File: src/rtl/sfp_link_supervisor.sv
// ---------------------------------------------------------------------------
// sfp_link_supervisor
//
// Brings up and recovers one SFP/Aurora link. Everything runs on init_clk.
// The block drives the Aurora reset pins in order: pma_init goes low first,
// then reset_pb. It then waits a bounded time for channel_up. A timeout
// replays the sequence, up to RETRY_MAX consecutive times, after which the
// block parks in FAIL. Removing the module, losing signal, dropping the link,
// or an explicit relink request all send the sequence back to reset.
//
// Parameters
//   GTH_RESET    : cycles pma_init is held in PMA_RST (>=1)
//   CORE_RESET   : cycles of reset_pb-only hold after pma_init release (>=1)
//   LINK_TIMEOUT : cycles allowed in WAIT_UP for channel_up (>=1)
//   RETRY_MAX    : consecutive timeouts before FAIL (1..255)
//
// Ports
//   init_clk    in  : free-running clock for all logic
//   sys_rst_n   in  : asynchronous active-low reset
//   sfp_mod_abs in  : async, 1 = module absent
//   sfp_los     in  : async, 1 = loss of signal
//   channel_up  in  : async (Aurora user clock domain)
//   relink_req  in  : synchronous one-cycle restart request
//   pma_init    out : Aurora pma_init, active high
//   reset_pb    out : Aurora reset_pb, active high
//   link_ok     out : high only in UP
//   link_fail   out : high only in FAIL
//   retry_cnt   out : timeouts since the last success or clear (saturating)
//   state       out : current state code
// ---------------------------------------------------------------------------
module sfp_link_supervisor #(
   parameter int unsigned GTH_RESET    = 50,
   parameter int unsigned CORE_RESET   = 50,
   parameter int unsigned LINK_TIMEOUT = 1000000,
   parameter int unsigned RETRY_MAX    = 3
) (
   input  logic       init_clk,
   input  logic       sys_rst_n,
   input  logic       sfp_mod_abs,
   input  logic       sfp_los,
   input  logic       channel_up,
   input  logic       relink_req,
   output logic       pma_init,
   output logic       reset_pb,
   output logic       link_ok,
   output logic       link_fail,
   output logic [7:0] retry_cnt,
   output logic [2:0] state
);

   typedef enum logic [2:0] {
      S_IDLE     = 3'd0,
      S_PMA_RST  = 3'd1,
      S_CORE_RST = 3'd2,
      S_WAIT_UP  = 3'd3,
      S_UP       = 3'd4,
      S_FAIL     = 3'd5
   } state_e;

   localparam logic [31:0] GTH_LAST  = 32'(GTH_RESET - 1);
   localparam logic [31:0] CORE_LAST = 32'(CORE_RESET - 1);
   localparam logic [31:0] TMO_LAST  = 32'(LINK_TIMEOUT - 1);
   localparam logic [7:0]  RETRY_LIM = 8'(RETRY_MAX);

   // -------------------------------------------------------------------------
   // Input synchronizers, bit order {channel_up, los, mod_abs}.
   // The reset value makes the link look absent and down, so nothing starts
   // until the real pin levels have propagated through both flops.
   // -------------------------------------------------------------------------
   localparam logic [2:0] SYNC_RST = 3'b011;

   logic [2:0] sync1_q, sync2_q;
   logic       mod_abs_s, los_s, ch_up_s;

   always_ff @(posedge init_clk or negedge sys_rst_n) begin
      if (!sys_rst_n) begin
         sync1_q <= SYNC_RST;
         sync2_q <= SYNC_RST;
      end else begin
         sync1_q <= {channel_up, sfp_los, sfp_mod_abs};
         sync2_q <= sync1_q;
      end
   end

   assign mod_abs_s = sync2_q[0];
   assign los_s     = sync2_q[1];
   assign ch_up_s   = sync2_q[2];

   // -------------------------------------------------------------------------
   // State, cycle counter and retry count registers
   // -------------------------------------------------------------------------
   state_e      state_q, state_d;
   logic [31:0] cnt_q, cnt_d;
   logic [7:0]  retry_q, retry_d;
   logic        restart;

   always_ff @(posedge init_clk or negedge sys_rst_n) begin
      if (!sys_rst_n) begin
         state_q <= S_IDLE;
         cnt_q   <= '0;
         retry_q <= '0;
      end else begin
         state_q <= state_d;
         cnt_q   <= cnt_d;
         retry_q <= retry_d;
      end
   end

   // -------------------------------------------------------------------------
   // Next-state logic
   // -------------------------------------------------------------------------
   logic [7:0] retry_inc;
   assign retry_inc = (retry_q == 8'hFF) ? 8'hFF : retry_q + 8'd1;

   always_comb begin
      state_d = state_q;
      retry_d = retry_q;
      restart = 1'b0;
      if (mod_abs_s || los_s) begin
         state_d = S_IDLE;
         retry_d = '0;
      end else if (relink_req && state_q != S_IDLE) begin
         // A relink from inside PMA_RST keeps the state code but must still
         // restart the timing, so the counter is cleared explicitly.
         state_d = S_PMA_RST;
         retry_d = '0;
         restart = 1'b1;
      end else begin
         case (state_q)
            S_IDLE:     state_d = S_PMA_RST;
            S_PMA_RST:  if (cnt_q == GTH_LAST)  state_d = S_CORE_RST;
            S_CORE_RST: if (cnt_q == CORE_LAST) state_d = S_WAIT_UP;
            S_WAIT_UP: begin
               if (ch_up_s) begin
                  state_d = S_UP;
                  retry_d = '0;
               end else if (cnt_q == TMO_LAST) begin
                  retry_d = retry_inc;
                  state_d = (retry_inc == RETRY_LIM) ? S_FAIL : S_PMA_RST;
               end
            end
            S_UP:       if (!ch_up_s) state_d = S_PMA_RST;
            S_FAIL:     state_d = S_FAIL;
            default:    state_d = S_IDLE;
         endcase
      end
   end

   assign cnt_d = (state_d != state_q || restart) ? 32'd0 : cnt_q + 32'd1;

   // -------------------------------------------------------------------------
   // Outputs decoded from the next state and registered, so they change on the
   // same edge as state. Every state that asserts pma_init also asserts
   // reset_pb, so reset_pb can never be released before pma_init.
   // -------------------------------------------------------------------------
   logic pma_d, rpb_d, ok_d, fail_d;
   logic pma_q, rpb_q, ok_q, fail_q;

   always_comb begin
      pma_d  = 1'b0;
      rpb_d  = 1'b0;
      ok_d   = 1'b0;
      fail_d = 1'b0;
      case (state_d)
         S_IDLE, S_PMA_RST, S_FAIL: begin
            pma_d = 1'b1;
            rpb_d = 1'b1;
         end
         S_CORE_RST: rpb_d = 1'b1;
         default: ;
      endcase
      ok_d   = (state_d == S_UP);
      fail_d = (state_d == S_FAIL);
   end

   always_ff @(posedge init_clk or negedge sys_rst_n) begin
      if (!sys_rst_n) begin
         pma_q  <= 1'b1;
         rpb_q  <= 1'b1;
         ok_q   <= 1'b0;
         fail_q <= 1'b0;
      end else begin
         pma_q  <= pma_d;
         rpb_q  <= rpb_d;
         ok_q   <= ok_d;
         fail_q <= fail_d;
      end
   end

   assign pma_init  = pma_q;
   assign reset_pb  = rpb_q;
   assign link_ok   = ok_q;
   assign link_fail = fail_q;
   assign retry_cnt = retry_q;
   assign state     = state_q;

endmodule

File: config.mk
export PLATFORM = sky130hd
export DESIGN_NAME = sfp_link_supervisor
export DESIGN_NICKNAME = d
export VERILOG_FILES = /design/src/rtl/sfp_link_supervisor.sv
export SDC_FILE = /design/constraint.sdc
export NUM_CORES = 1
export LEC_CHECK = 0
export CAP_MARGIN = 10
export CORE_ASPECT_RATIO = 1.4
export CORE_MARGIN = 1.5
export CORE_UTILIZATION = 54
export CTS_CLUSTER_SIZE = 12
export DETAILED_ROUTE_END_ITERATION = 16
export GPL_TIMING_DRIVEN = 0
export HOLD_SLACK_MARGIN = 0.03
export PLACE_DENSITY_LB_ADDON = 0.15
export SYNTH_ARGS = -nofsm -noshare
export SYNTH_HDL_FRONTEND = slang
export SYNTH_SLANG_ARGS = --single-unit
File: constraint.sdc
create_clock -name init_clk -period 3.65 [get_ports init_clk]
set_clock_uncertainty 0.15 [all_clocks]
set_input_delay 0.365 -clock init_clk [delete_from_list [all_inputs] [get_ports init_clk]]
set_output_delay 0.365 -clock init_clk [all_outputs]
set_load 0.01 [all_outputs]
* After elaboration in Yosys (flattened, before gate mapping)
Cells that the tools add are included.
Widths: inputs -> output; s select.
** Cells by class
- Add/subtract/negate cells :: 2
- Equality and inequality tests :: 14
- Mux-type cells :: 20
- Reductions and logical operators :: 11
** Operator list (number)
- $mux 8 :: 6
- $add 32x1->32 const B :: 1
- $eq 32x20->1 const B :: 1
- $eq 32x6->1 const B :: 1
- $mux 32 :: 1
- $mux 3 :: 8
- $pmux 3 s6 :: 1
- $eq 3x3->1 const B :: 4
- $eq 3x2->1 const B :: 3
- $add 8x1->8 const B :: 1
- $eq 8x2->1 const B :: 1
- $eq 8x8->1 const B :: 1
- $eq 3x1->1 const B :: 2
- $logic_not 3->1 :: 2
- $reduce_bool 3->1 :: 2
- $mux 1 :: 4
- $reduce_bool 4->1 :: 1
- $reduce_or 4->1 :: 1
- $ne 3x3->1 :: 1
- $reduce_or 3->1 :: 1
- $logic_or 1x1->1 :: 2
- $reduce_and 2->1 :: 1
- $logic_and 1x1->1 :: 1
** Storage, ports and cells
- Flip-flop bits (word level) :: 53
- Bits of input ports :: 6
- Output and inout port bits :: 15
- Word-level logic and storage cells :: 56

* Longest topological paths before layout
Gate-level depths: netlist of the first run.
- Word-level depth :: 12
- Depth in mapped cells :: 8
- Depth with buffers taken out :: 7

* Worst setup path before layout of the first run
Ideal clock, no wire load.
- Path kind :: reg-to-reg
- Start point :: reg cnt_q[0]
- End point :: reg cnt_q[10]
- Setup time :: 125 ps
- Arrival :: 1845 ps
- Data required time :: 3375 ps
- Path slack :: 1530 ps
- Cell stages (with the launch flop) :: 9
- Buffers on the path :: 2
- Period minus slack after synthesis :: 2120 ps
- Path through :: dfrtp_1 > ha_1 > and3_1 > clkbuf_1 > and4_2 > nand4_1 > a32oi_2 > buf_2 > nor3_1
** Between the ends
- Word-level cells in the longest chain between the ends :: 9
- Elaborated cells on any way between the ends :: 13
- Those cells by class :: add/sub (1); eq/ne (3); mux (8); reduce/logical (1)
** Ends and longest elaborated chain
- start, declared :: line 93 : logic [31:0] cnt_q, cnt_d;
- start signal, assigned :: line 104 : cnt_q <= cnt_d;
- $eq 32x20->1 :: line 137 : end else if (cnt_q == TMO_LAST) begin
- $mux 3 :: line 137
- $mux 3 :: line 134 : if (ch_up_s) begin
- $pmux 3 s6 :: line 129 : case (state_q)
- $mux 3 :: line 122 : end else if (relink_req && state_q != S_IDLE) begin
- $mux 3 :: line 119 : if (mod_abs_s || los_s) begin
- $ne 3x3->1 :: line 149 : assign cnt_d = (state_d != state_q || restart) ? 32'd0 : cnt_q + 32'd1;
- $logic_or 1x1->1 :: line 149
- $mux 32 (*) :: line 149
- named net cnt_d[10] :: line 93
The timed path passes the listed nets; every way through them passes the cells marked *.
A chain may end at the register's enable or synchronous reset.

* Final worst setup path of the first run
- Start point :: reg cnt_q[22]
- End point :: reg cnt_q[24]
Same word-level chain as after synthesis.

==> results by group, run 1 <==
Critical path
  • CP Launch Point: cnt_q[22]
  • Critical Path RT: approximately 3.7 ns
  • Worst reg2reg startpoint: cnt_q[22]
  • CP Launch Type: register
  • Crit path DAT: ~2.9 ns
  • RR Endpoint: cnt_q[24]
  • Nature of the critical path endpoint: register
  • Setup Crit Path Kind: reg -> reg
  • R2R setup slack: about 0.8 ns
  • CP Max Fanout: 10
  • Worst r2r path cells: 7

CTS
  • CTS max path bufs: 2
  • H-tree Lvls: 2
  • Clk slew on worst S/H paths: 0.09 ns
  • Post-CTS Setup Inserts: 0
  • Num CTS Buffers: 5
  • CTS tree: yes
  • Clock Sink Count: 53
  • PostCTS Resize Cnt: 0
  • Clock root buffer: clkbuf_8
  • Clock latency on the worst-skew pair: between 0.3 and 0.4 ns

Synthesis
  • Synth Area in Adders: around 1.3%
  • Synth Area in XOR/XNOR: 9.08%
  • Post-Syn Area: ~3000 um2
  • Yosys Warn Count: 0
  • Synth unique cells: between 50 and 60
  • Post-synthesis mux area share: less than 1%
  • Sequential area share after synthesis: roughly 45%
  • Post-synthesis compound-gate area fraction: about an eighth
  • Top_reg_cell synth: dfrtp_1
  • Post-Synth Simple-Gate Area: between 20% and 30%
  • Post-synth top area share: slightly below 40%
  • Ys async rst share: 100%
  • Synth top area cells: dfrtp_1, nor3_1, xnor2_1, dfstp_2, nor4_1
  • Syn nets: 320
  • Yosys reg bits: 53
  • Largest family of logic cells by synthesized area: simple AND/OR/NAND/NOR gates
  • Mapped Cells: ~310
  • Mapped Avg Cell Area: around 9.6 um2
  • Post-synth EDFFs: 0
  • Yosys top cell by area: dfrtp_1

Global route
  • Antenna violations before repair: 0
  • First-pass GRT wire length: between 10 and 15 mm
  • GRT overflow: 0
  • Largest net degree at the start of global routing: 34
  • Number of global-route vias before repair: ~2300
  • All-Layer GR Usage: 23.5%

STA
  • Final period util: 78.1%
  • Slew Limit Fails: 0
  • Worst-Margin Slew: 0.529 ns
  • Final TNS setup: 0 ns
  • # setup viols final: 0
  • Fin worst setup slack: roughly 0.80 ns
  • Rel. slew slack: between 60 and 70%
  • Fmax: 351 MHz
  • Hold slack: between 0.2 and 0.25 ns
  • Final count of hold timing violations: 0
  • RSZ-0062 raised after global routing: no
  • Tmin final: 2.85 ns

Floorplanning
  • Die Y: just over 90 um
  • Chip width: between 60 and 70 um
  • Core area: about 5200 um2
  • Die area: ~6000 um2
  • Row count: 31
  • I/O pin cnt: 21
  • Starting density of the core: 57.1%

Finish
  • Fin area: ~3400 um2
  • Share of cells above drive strength 1: ~12%
  • Most frequent cells in the layout: dfrtp_1, nor3_1, xnor2_1
  • # fillers: 441
  • Ant. Diodes: 0
  • Nets: about 350
  • Most common cell after layout, fill and taps aside: dfrtp_1
  • Synth-to-Final Area Change: 13.9%

Run
  • Max-cap violations: 0

Place
  • Port Buffers: 20
  • Dpl hpwl: ~4.7 mm
  • Placer congestion estimate: approximately 0.86
  • DP Worst Slack: just over 0.9 ns
  • Post-DP Area: between 3000 and 4000 um2

Routing
  • Antenna Violating Nets Remaining: 0
  • First DRT Iteration DRCs: 210
  • 1st-pass router iterations: 4
  • Routed WL per cell: ~16 um
  • DRC Markers: 0
  • Via density: ~6.0
  • DRT Wirelength: 6.57 mm
  • Vias after detailed routing: roughly 2500

Pwr
  • Total power: 1.08 mW
  • VDD IR max: between 0.2 and 0.3 mV
  • Leak pwr: around 1.4 nW
  • PD cells: between 300 and 400 nW/um2

Worst hold path
  • Worst Hold Path EP: sync2_q[0]
  • Worst Hold Class: reg -> reg
  • Hold_sp: sync1_q[0]
  • WHS Path Cells: 0

Run status
  • Status: finished clean
how the worst max path moves through the flow:
stage,cells after the start,slack [ns],end
after floorplan,8,1.53,cnt_q[10]
after global placement,1,0.53,cnt_q[12]
after detailed placement,7,0.91,cnt_q[13]
after CTS,7,0.86,cnt_q[24]
after global routing,7,0.69,cnt_q[24]
final,7,0.80,cnt_q[24]
per-stage QoR:
step                utilization (%)  std cells
floorplan                         -        311
global placement               62.5        397
detailed placement             62.8        398
CTS                            65.0        407
global route                   65.0        407
finish                         65.0        407
repair_timing:
action                                 CTS  global route
setup endpoints to repair                0             0
endpoints found under the hold margin   14             0
hold buffers                             1             0
cell usage after synthesis, types with 2 or more instances:
master / n
dfrtp_1: 47
nor3_1: 42
xnor2_1: 21
nand2_1: 18
nand3_1: 15
nor4_1: 15
a21oi_1: 12
inv_1: 10
xor2_1: 10
and4_1: 8
buf_2: 8
clkbuf_1: 8
and3_1: 7
nor2_1: 7
o21ai_0: 7
dfstp_2: 6
nand4_1: 6
o21a_1: 5
nand2b_1: 4
or3_1: 4
ha_1: 3
a21boi_0: 2
a21o_1: 2
a21o_2: 2
a22o_1: 2
a31oi_1: 2
and2_1: 2
and3_2: 2
and4_2: 2
nand4_4: 2
o2111ai_1: 2
o211ai_1: 2
metal layers:
metal	vias to the layer above	wire (um)	track usage, %
met5	-	0	0
met4	0	131	7.64
met3	10	213	3.72
met2	60	3460	41.2
met1	1190	2770	28.8
li1	1201	-	-
where the power goes:
part           leakage (nW)  switching, mW  internal [mW]
Combinational         0.612         0.0442         0.0260
Clock                0.0552          0.194          0.204
Sequential            0.711         0.0111          0.599
Total                  1.38          0.249          0.829
worst max-delay path, stage by stage (launching register included):
cell and delay [ns]:
dfrtp_1 0.45, nor4_1 0.53, and4_1 0.26, clkbuf_1 0.26, nand2_1 0.16, o211ai_1 0.49
buf_2 0.34, nor3_1 0.08
state kept, by name (all words and copies together), names as in the netlist:
| signal | cells |
|---|---|
| cnt_q | 32 |
| link_fail | 1 |
| link_ok | 1 |
| pma_init | 1 |
| reset_pb | 1 |
| retry_cnt | 8 |
| state | 3 |
| sync1_q | 3 |
| sync2_q | 3 |
cell type report:
type | instances | area [um2] | share of cell area, %
timing repair buffer | 22 | 225 | 6.62
buffer | 18 | 85.1 | 2.50
sequential | 53 | 1330 | 39.2
inverter | 11 | 41.3 | 1.21
clock buffer | 6 | 72.6 | 2.13
tap | 66 | 82.6 | 2.43
multi-input combinational | 229 | 1530 | 44.9
clock inverter | 2 | 35.0 | 1.03
cell families (layout without fill, tap and decap cells):
| logic type | after synthesis | count (layout) |
|---|---|---|
| muxes | 2 | 2 |
| AOI/OAI and AO/OA | 49 | 49 |
| DFF | 53 | 53 |
| xor gates and xnor gates | 31 | 31 |
| buffers and inverters | 29 | 59 |
| and+or+nand+nor | 144 | 144 |
| adders and majority gates | 3 | 3 |
Power figures use the tool's default switching activity.
==> run 2: changes to the inputs <==
CORE_UTILIZATION = 53   (was 54)
clock period = 2.4 ns   (was 3.65 ns; I/O delays follow)
==> results by group, run 2 (synthesis gave the netlist of run 1 again) <==
Place
  • DP Worst Slack: -0.340 ns
  • Placer congestion estimate: about 0.88
  • Port Buffers: 20
  • Dpl hpwl: 4.79 mm

Pwr
  • Clk pwr share: a little under two fifths
  • P_int: between 1 and 1.5 mW
  • VDD IR max: between 0.3 and 0.4 mV
  • Switching power: just under 0.4 mW
  • Leak pwr: 1.42 nW
  • Combinational power share: roughly 6.7%
  • PD cells: 473 nW/um2
  • Seq pwr share: 55.9%
  • Switch share: 23.5%

Floorplanning
  • Chip width: around 66 um
  • I/O pin cnt: 21
  • Die area: 6110 um2
  • Starting density of the core: around 54%
  • Die Y: slightly above 90 um
  • Core area: approximately 5500 um2
  • Row count: 32

STA
  • RSZ-0062 raised after global routing: yes
  • Fin worst setup slack: ~0.021 ns
  • Final period util: around 99%
  • Slew Limit Fails: 0
  • Hold slack: 0.173 ns
  • Rel. slew slack: 70.3%
  • # setup viols final: 0
  • Final count of hold timing violations: 0
  • Tmin final: 2.38 ns
  • Worst-Margin Slew: ~0.43 ns
  • Fmax: about 420 MHz

Critical path
  • CP Max Fanout: 10
  • Crit path DAT: around 2.4 ns
  • CP max stage delay: between 0.4 and 0.5 ns
  • Worst-path cell chain: nor4_2 > and4_4 > nand4_1 > a32oi_4 > buf_4 > nor3_1
  • Worst path bufs/invs: 1
  • Critical Path RT: 2.45 ns
  • CP max-delay cell: dfrtp_1
  • Delay-heaviest family, CP: simple AND/OR/NAND/NOR gates
  • Setup Crit Path Kind: reg -> reg
  • Nature of the critical path endpoint: register
  • CP Launch Type: register

Global route
  • Number of global-route vias before repair: 2355
  • All-Layer GR Usage: between 20% and 30%
  • Largest net degree at the start of global routing: 40
  • First-pass GRT wire length: about 11 mm
  • GRT overflow: 0
  • Antenna violations before repair: 0

Routing
  • Routed WL per cell: roughly 17 um
  • DRT Wirelength: 6.84 mm
  • Via density: slightly above 6
  • First DRT Iteration DRCs: 190
  • Antenna Violating Nets Remaining: 0
  • DRC Markers: 0
  • 1st-pass router iterations: 4
  • Vias after detailed routing: around 2500

Finish
  • Layout Utilization: 64.0%
  • Most flop-heavy register: cnt_q
  • Synth-to-Final Area Change: 17.4%
  • Ant. Diodes: 0
  • Max reg flops: 32
  • Most common cell after layout, fill and taps aside: dfrtp_1
  • Share of cells above drive strength 1: between 10% and 20%
  • # fillers: about 460
  • Nets: 352
  • Most frequent cells in the layout: dfrtp_1, nor3_1, xnor2_1

Run status
  • Status: finished clean

CTS
  • CTS tree: yes
  • Clk slew on worst S/H paths: 0.10 ns
  • Clock Sink Count: 53
  • Clock latency on the worst-skew pair: approximately 0.32 ns
  • CTS max path bufs: 2
  • Num CTS Buffers: 5
  • H-tree Lvls: 2
  • Clock root buffer: clkbuf_8

Run
  • Max-cap violations: 0

Worst hold path
  • Worst Hold Class: in -> reg
==> run 2: changes by cell type in the layout (fill, tap and decap cells not counted), moves of 2 or more <==
cell / delta
and4_1: -2
and4_4: +2
buf_2: -3
buf_4: +8
clkbuf_1: -3
nor4_1: -3
nor4_4: +2
==> run 2: per-layer routing <==
| metal | share of wire (%) | GRT usage, % | vias to the layer above |
|---|---|---|---|
| li1 | - | - | 1212 |
| met1 | 42 | 30.0 | 1228 |
| met2 | 52 | 42.5 | 52 |
| met3 | 2.5 | 4.05 | 12 |
| met4 | 3.3 | 7.82 | 0 |
| met5 | 0 | 0 | - |
==> run 2: timing repair <==
action / in CTS / in global routing
buffers inserted: 3 / 2
pin swaps: 3 / 3
hold buffers: 1 / 0
gates resized for setup: 8 / 10
endpoints found under the setup margin: 40 / 33
hold endpoints to repair: 24 / 0
==> run 2: power by group through the flow <==
stage                     Combinational (mW)  Clock [mW]  Sequential (mW)
final                                  0.112       0.620            0.928
after global routing                   0.126       0.675            0.932
after CTS                              0.112       0.627            0.927
after detailed placement               0.106           0            0.944
after global placement                 0.101           0            0.943
after floorplan                       0.0575           0            0.940
==> run 2: final cells by class <==
| type | count | area [um2] | area share [%] |
|---|---|---|---|
| Clock inverter | 2 | 38.8 | 1.11 |
| Sequential cell | 53 | 1340 | 38.0 |
| Multi-Input combinational cell | 229 | 1590 | 45.2 |
| Tap cell | 68 | 85.1 | 2.42 |
| Inverter | 11 | 41.3 | 1.18 |
| Buffer | 16 | 86.3 | 2.46 |
| Timing Repair Buffer | 27 | 263 | 7.49 |
| Clock buffer | 6 | 72.6 | 2.07 |
==> run 2: path summary, 6_finish.rpt <==
check / startpoint / end / slack (ns) / cells past startpoint
max in group asynchronous: sys_rst_n / sync1_q[0] / 1.32 / 3
worst max register to register: cnt_q[20] / cnt_q[16] / 0.02 / 6
min in group asynchronous: sys_rst_n / retry_cnt[4] / 0.19 / 2
worst min register to register: sync1_q[0] / sync2_q[0] / 0.21 / 0
worst min-delay path: sfp_mod_abs / sync1_q[0] / 0.17 / 1
worst max-delay path: cnt_q[20] / cnt_q[16] / 0.02 / 6
==> run 2: worst register-to-register path: cells and delay by family (launching register included) <==
| family | cells | cell delay (ns) |
|---|---|---|
| AND/OR/NAND/NOR | 4 | 1.04 |
| buffers and inverters | 1 | 0.23 |
| flip-flops | 1 | 0.46 |
| AO/OA/AOI/OAI | 1 | 0.38 |
==> run 2: through the flow <==
stage / cells / TNS (ns) / total power [mW] / cell area (um2)
after global placement: 399 / -40.16 / 1.04 / 3270
after CTS: 411 / 0 / 1.67 / 3470
after floorplan: 311 / 0 / 0.998 / 2990
after global routing: 412 / -1.22 / 1.73 / 3510
final: 412 / 0 / 1.66 / 3510
after detailed placement: 400 / -10.32 / 1.05 / 3290
==> run 3: changes to the inputs <==
CELL_PAD_IN_SITES_DETAIL_PLACEMENT = 0   (was not set)
CELL_PAD_IN_SITES_GLOBAL_PLACEMENT = 1   (was not set)
CORE_UTILIZATION = 41   (was 53)
CTS_CLUSTER_SIZE = 24   (was 12)
==> results by group, run 3 (synthesis gave the netlist of run 1 again) <==
STA
  • Tmin final: roughly 2.3 ns
  • Rel. slew slack: between 50% and 60%
  • Slew Limit Fails: 0
  • Worst-Margin Slew: 0.637 ns
  • # setup viols final: 0
  • Fmax: approximately 440 MHz
  • Final count of hold timing violations: 0
  • Hold slack: 0.180 ns
  • RSZ-0062 raised after global routing: yes
  • Final TNS setup: 0 ns
  • Final period util: a little over nine tenths

Worst hold path
  • Worst Hold Class: in -> reg

Floorplanning
  • Die Y: between 100 and 150 um
  • Starting density of the core: between 40 and 50%
  • Chip width: 75.2 um
  • Core area: approximately 7000 um2
  • I/O pin cnt: 21
  • Die area: 7820 um2
  • Row count: 36

Critical path
  • Crit path DAT: between 2 and 2.5 ns
  • CP max stage delay: between 0.4 and 0.5 ns
  • CP Launch Type: register
  • Critical Path RT: 2.44 ns
  • Delay-heaviest family, CP: simple AND/OR/NAND/NOR gates
  • Setup Crit Path Kind: reg -> reg
  • CP max-delay cell: dfrtp_1
  • CP Max Fanout: 10
  • Worst-path cell chain: ha_1 > and3_2 > and4_2 > nand4_1 > a32oi_4 > buf_4 > nor3_1
  • Worst path bufs/invs: 1
  • Nature of the critical path endpoint: register

CTS
  • Clk slew on worst S/H paths: around 0.1 ns
  • Clock latency on the worst-skew pair: 0.31 ns
  • CTS tree: yes
  • CTS max path bufs: 2
  • Clock root buffer: clkbuf_8
  • Num CTS Buffers: 5
  • Clock Sink Count: between 50 and 60
  • H-tree Lvls: 2

Global route
  • Largest net degree at the start of global routing: 29
  • Antenna violations before repair: 0
  • All-Layer GR Usage: 19.1%
  • First-pass GRT wire length: ~12 mm
  • Number of global-route vias before repair: about 2300
  • GRT overflow: 0

Run
  • Max-cap violations: 0

Routing
  • 1st-pass router iterations: 4
  • DRC Markers: 0
  • DRT Wirelength: approximately 6.9 mm
  • Antenna Violating Nets Remaining: 0
  • Vias after detailed routing: roughly 2400
  • Routed WL per cell: 15.7 um
  • First DRT Iteration DRCs: 93
  • Via density: approximately 5.5

Finish
  • Most common cell after layout, fill and taps aside: dfrtp_1
  • Most flop-heavy register: cnt_q
  • Synth-to-Final Area Change: 19.2%
  • Filler-free cell count of the finished design: 440
  • Nets: roughly 350
  • Most frequent cells in the layout: dfrtp_1, nor3_1, xnor2_1
  • Share of cells above drive strength 1: around 16%
  • Max reg flops: 32
  • Layout Utilization: 50.7%
  • Ant. Diodes: 0

Place
  • Placer congestion estimate: between 0.8 and 0.9
  • Port Buffers: 20
  • Dpl hpwl: between 4 and 5 mm
  • Cells after DPL: around 430

Run status
  • Status: finished clean

Pwr
  • Leak pwr: 1.43 nW
  • VDD IR max: roughly 0.29 mV
  • PD cells: 464 nW/um2
[run 3: cell types whose count changed in the layout (fill, tap and decap cells not counted), sizes merged]
cell  before  now
buf       16   17
[run 3: worst reg2reg max path: cells and delay by family, from the launching register on]
kind	cells	cell delay, ns
DFF	1	0.43
AOI/OAI and AO/OA	1	0.36
adders and majority gates	1	0.21
and+or+nand+nor	4	0.78
buffers and inverters	1	0.23
[run 3: through the flow]
stage	power [mW]	area [um2]	setup slack, ns
after floorplan	0.998	2990	0.280
after global placement	1.05	3310	-0.747
after detailed placement	1.05	3320	-0.342
after CTS	1.68	3510	0.00113
after global routing	1.73	3560	-0.0278
final	1.65	3560	0.131
[run 3: final timing paths]
path                                end  slack, ns  cells past startpoint   startpoint
max                           cnt_q[12]       0.13                      7     cnt_q[0]
min                          sync1_q[0]       0.18                      1  sfp_mod_abs
max reg2reg                   cnt_q[12]       0.13                      7     cnt_q[0]
min reg2reg                  sync2_q[1]       0.21                      0   sync1_q[1]
max in group asynchronous      reset_pb       1.13                      3    sys_rst_n
min in group asynchronous  retry_cnt[2]       0.33                      2    sys_rst_n
[run 3: power breakdown]
group	internal [mW]	leakage, nW	switching (mW)
sequential	0.911	0.711	0.0152
combinational	0.0436	0.663	0.0689
clock	0.314	0.0554	0.300
[run 3: cell type report]
type / count / area (um2)
Clock inverter: 2 / 38.8
Timing Repair Buffer: 28 / 270
Fill cell: 695 / 3460
Multi-Input combinational cell: 229 / 1600
Clock buffer: 6 / 72.6
Sequential cell: 53 / 1330
Inverter: 11 / 41.3
Buffer: 16 / 85.1
Tap cell: 95 / 119
[run 3: timing repair]
item,CTS,global route
hold buffers,1,0
resized for setup,7,11
buffers inserted,4,2
endpoints found under the hold margin,22,0
pin swaps,3,2
endpoints found under the setup margin,40,38
gates cloned,0,0
[run 3: layer usage]
metal | GRT usage (%) | wire, um | vias up
li1 | - | - | 1207
met1 | 24.9 | 3010 | 1187
met2 | 33.2 | 3670 | 39
met3 | 2.33 | 163 | 6
met4 | 4.21 | 70 | 0
met5 | 0 | 0 | -
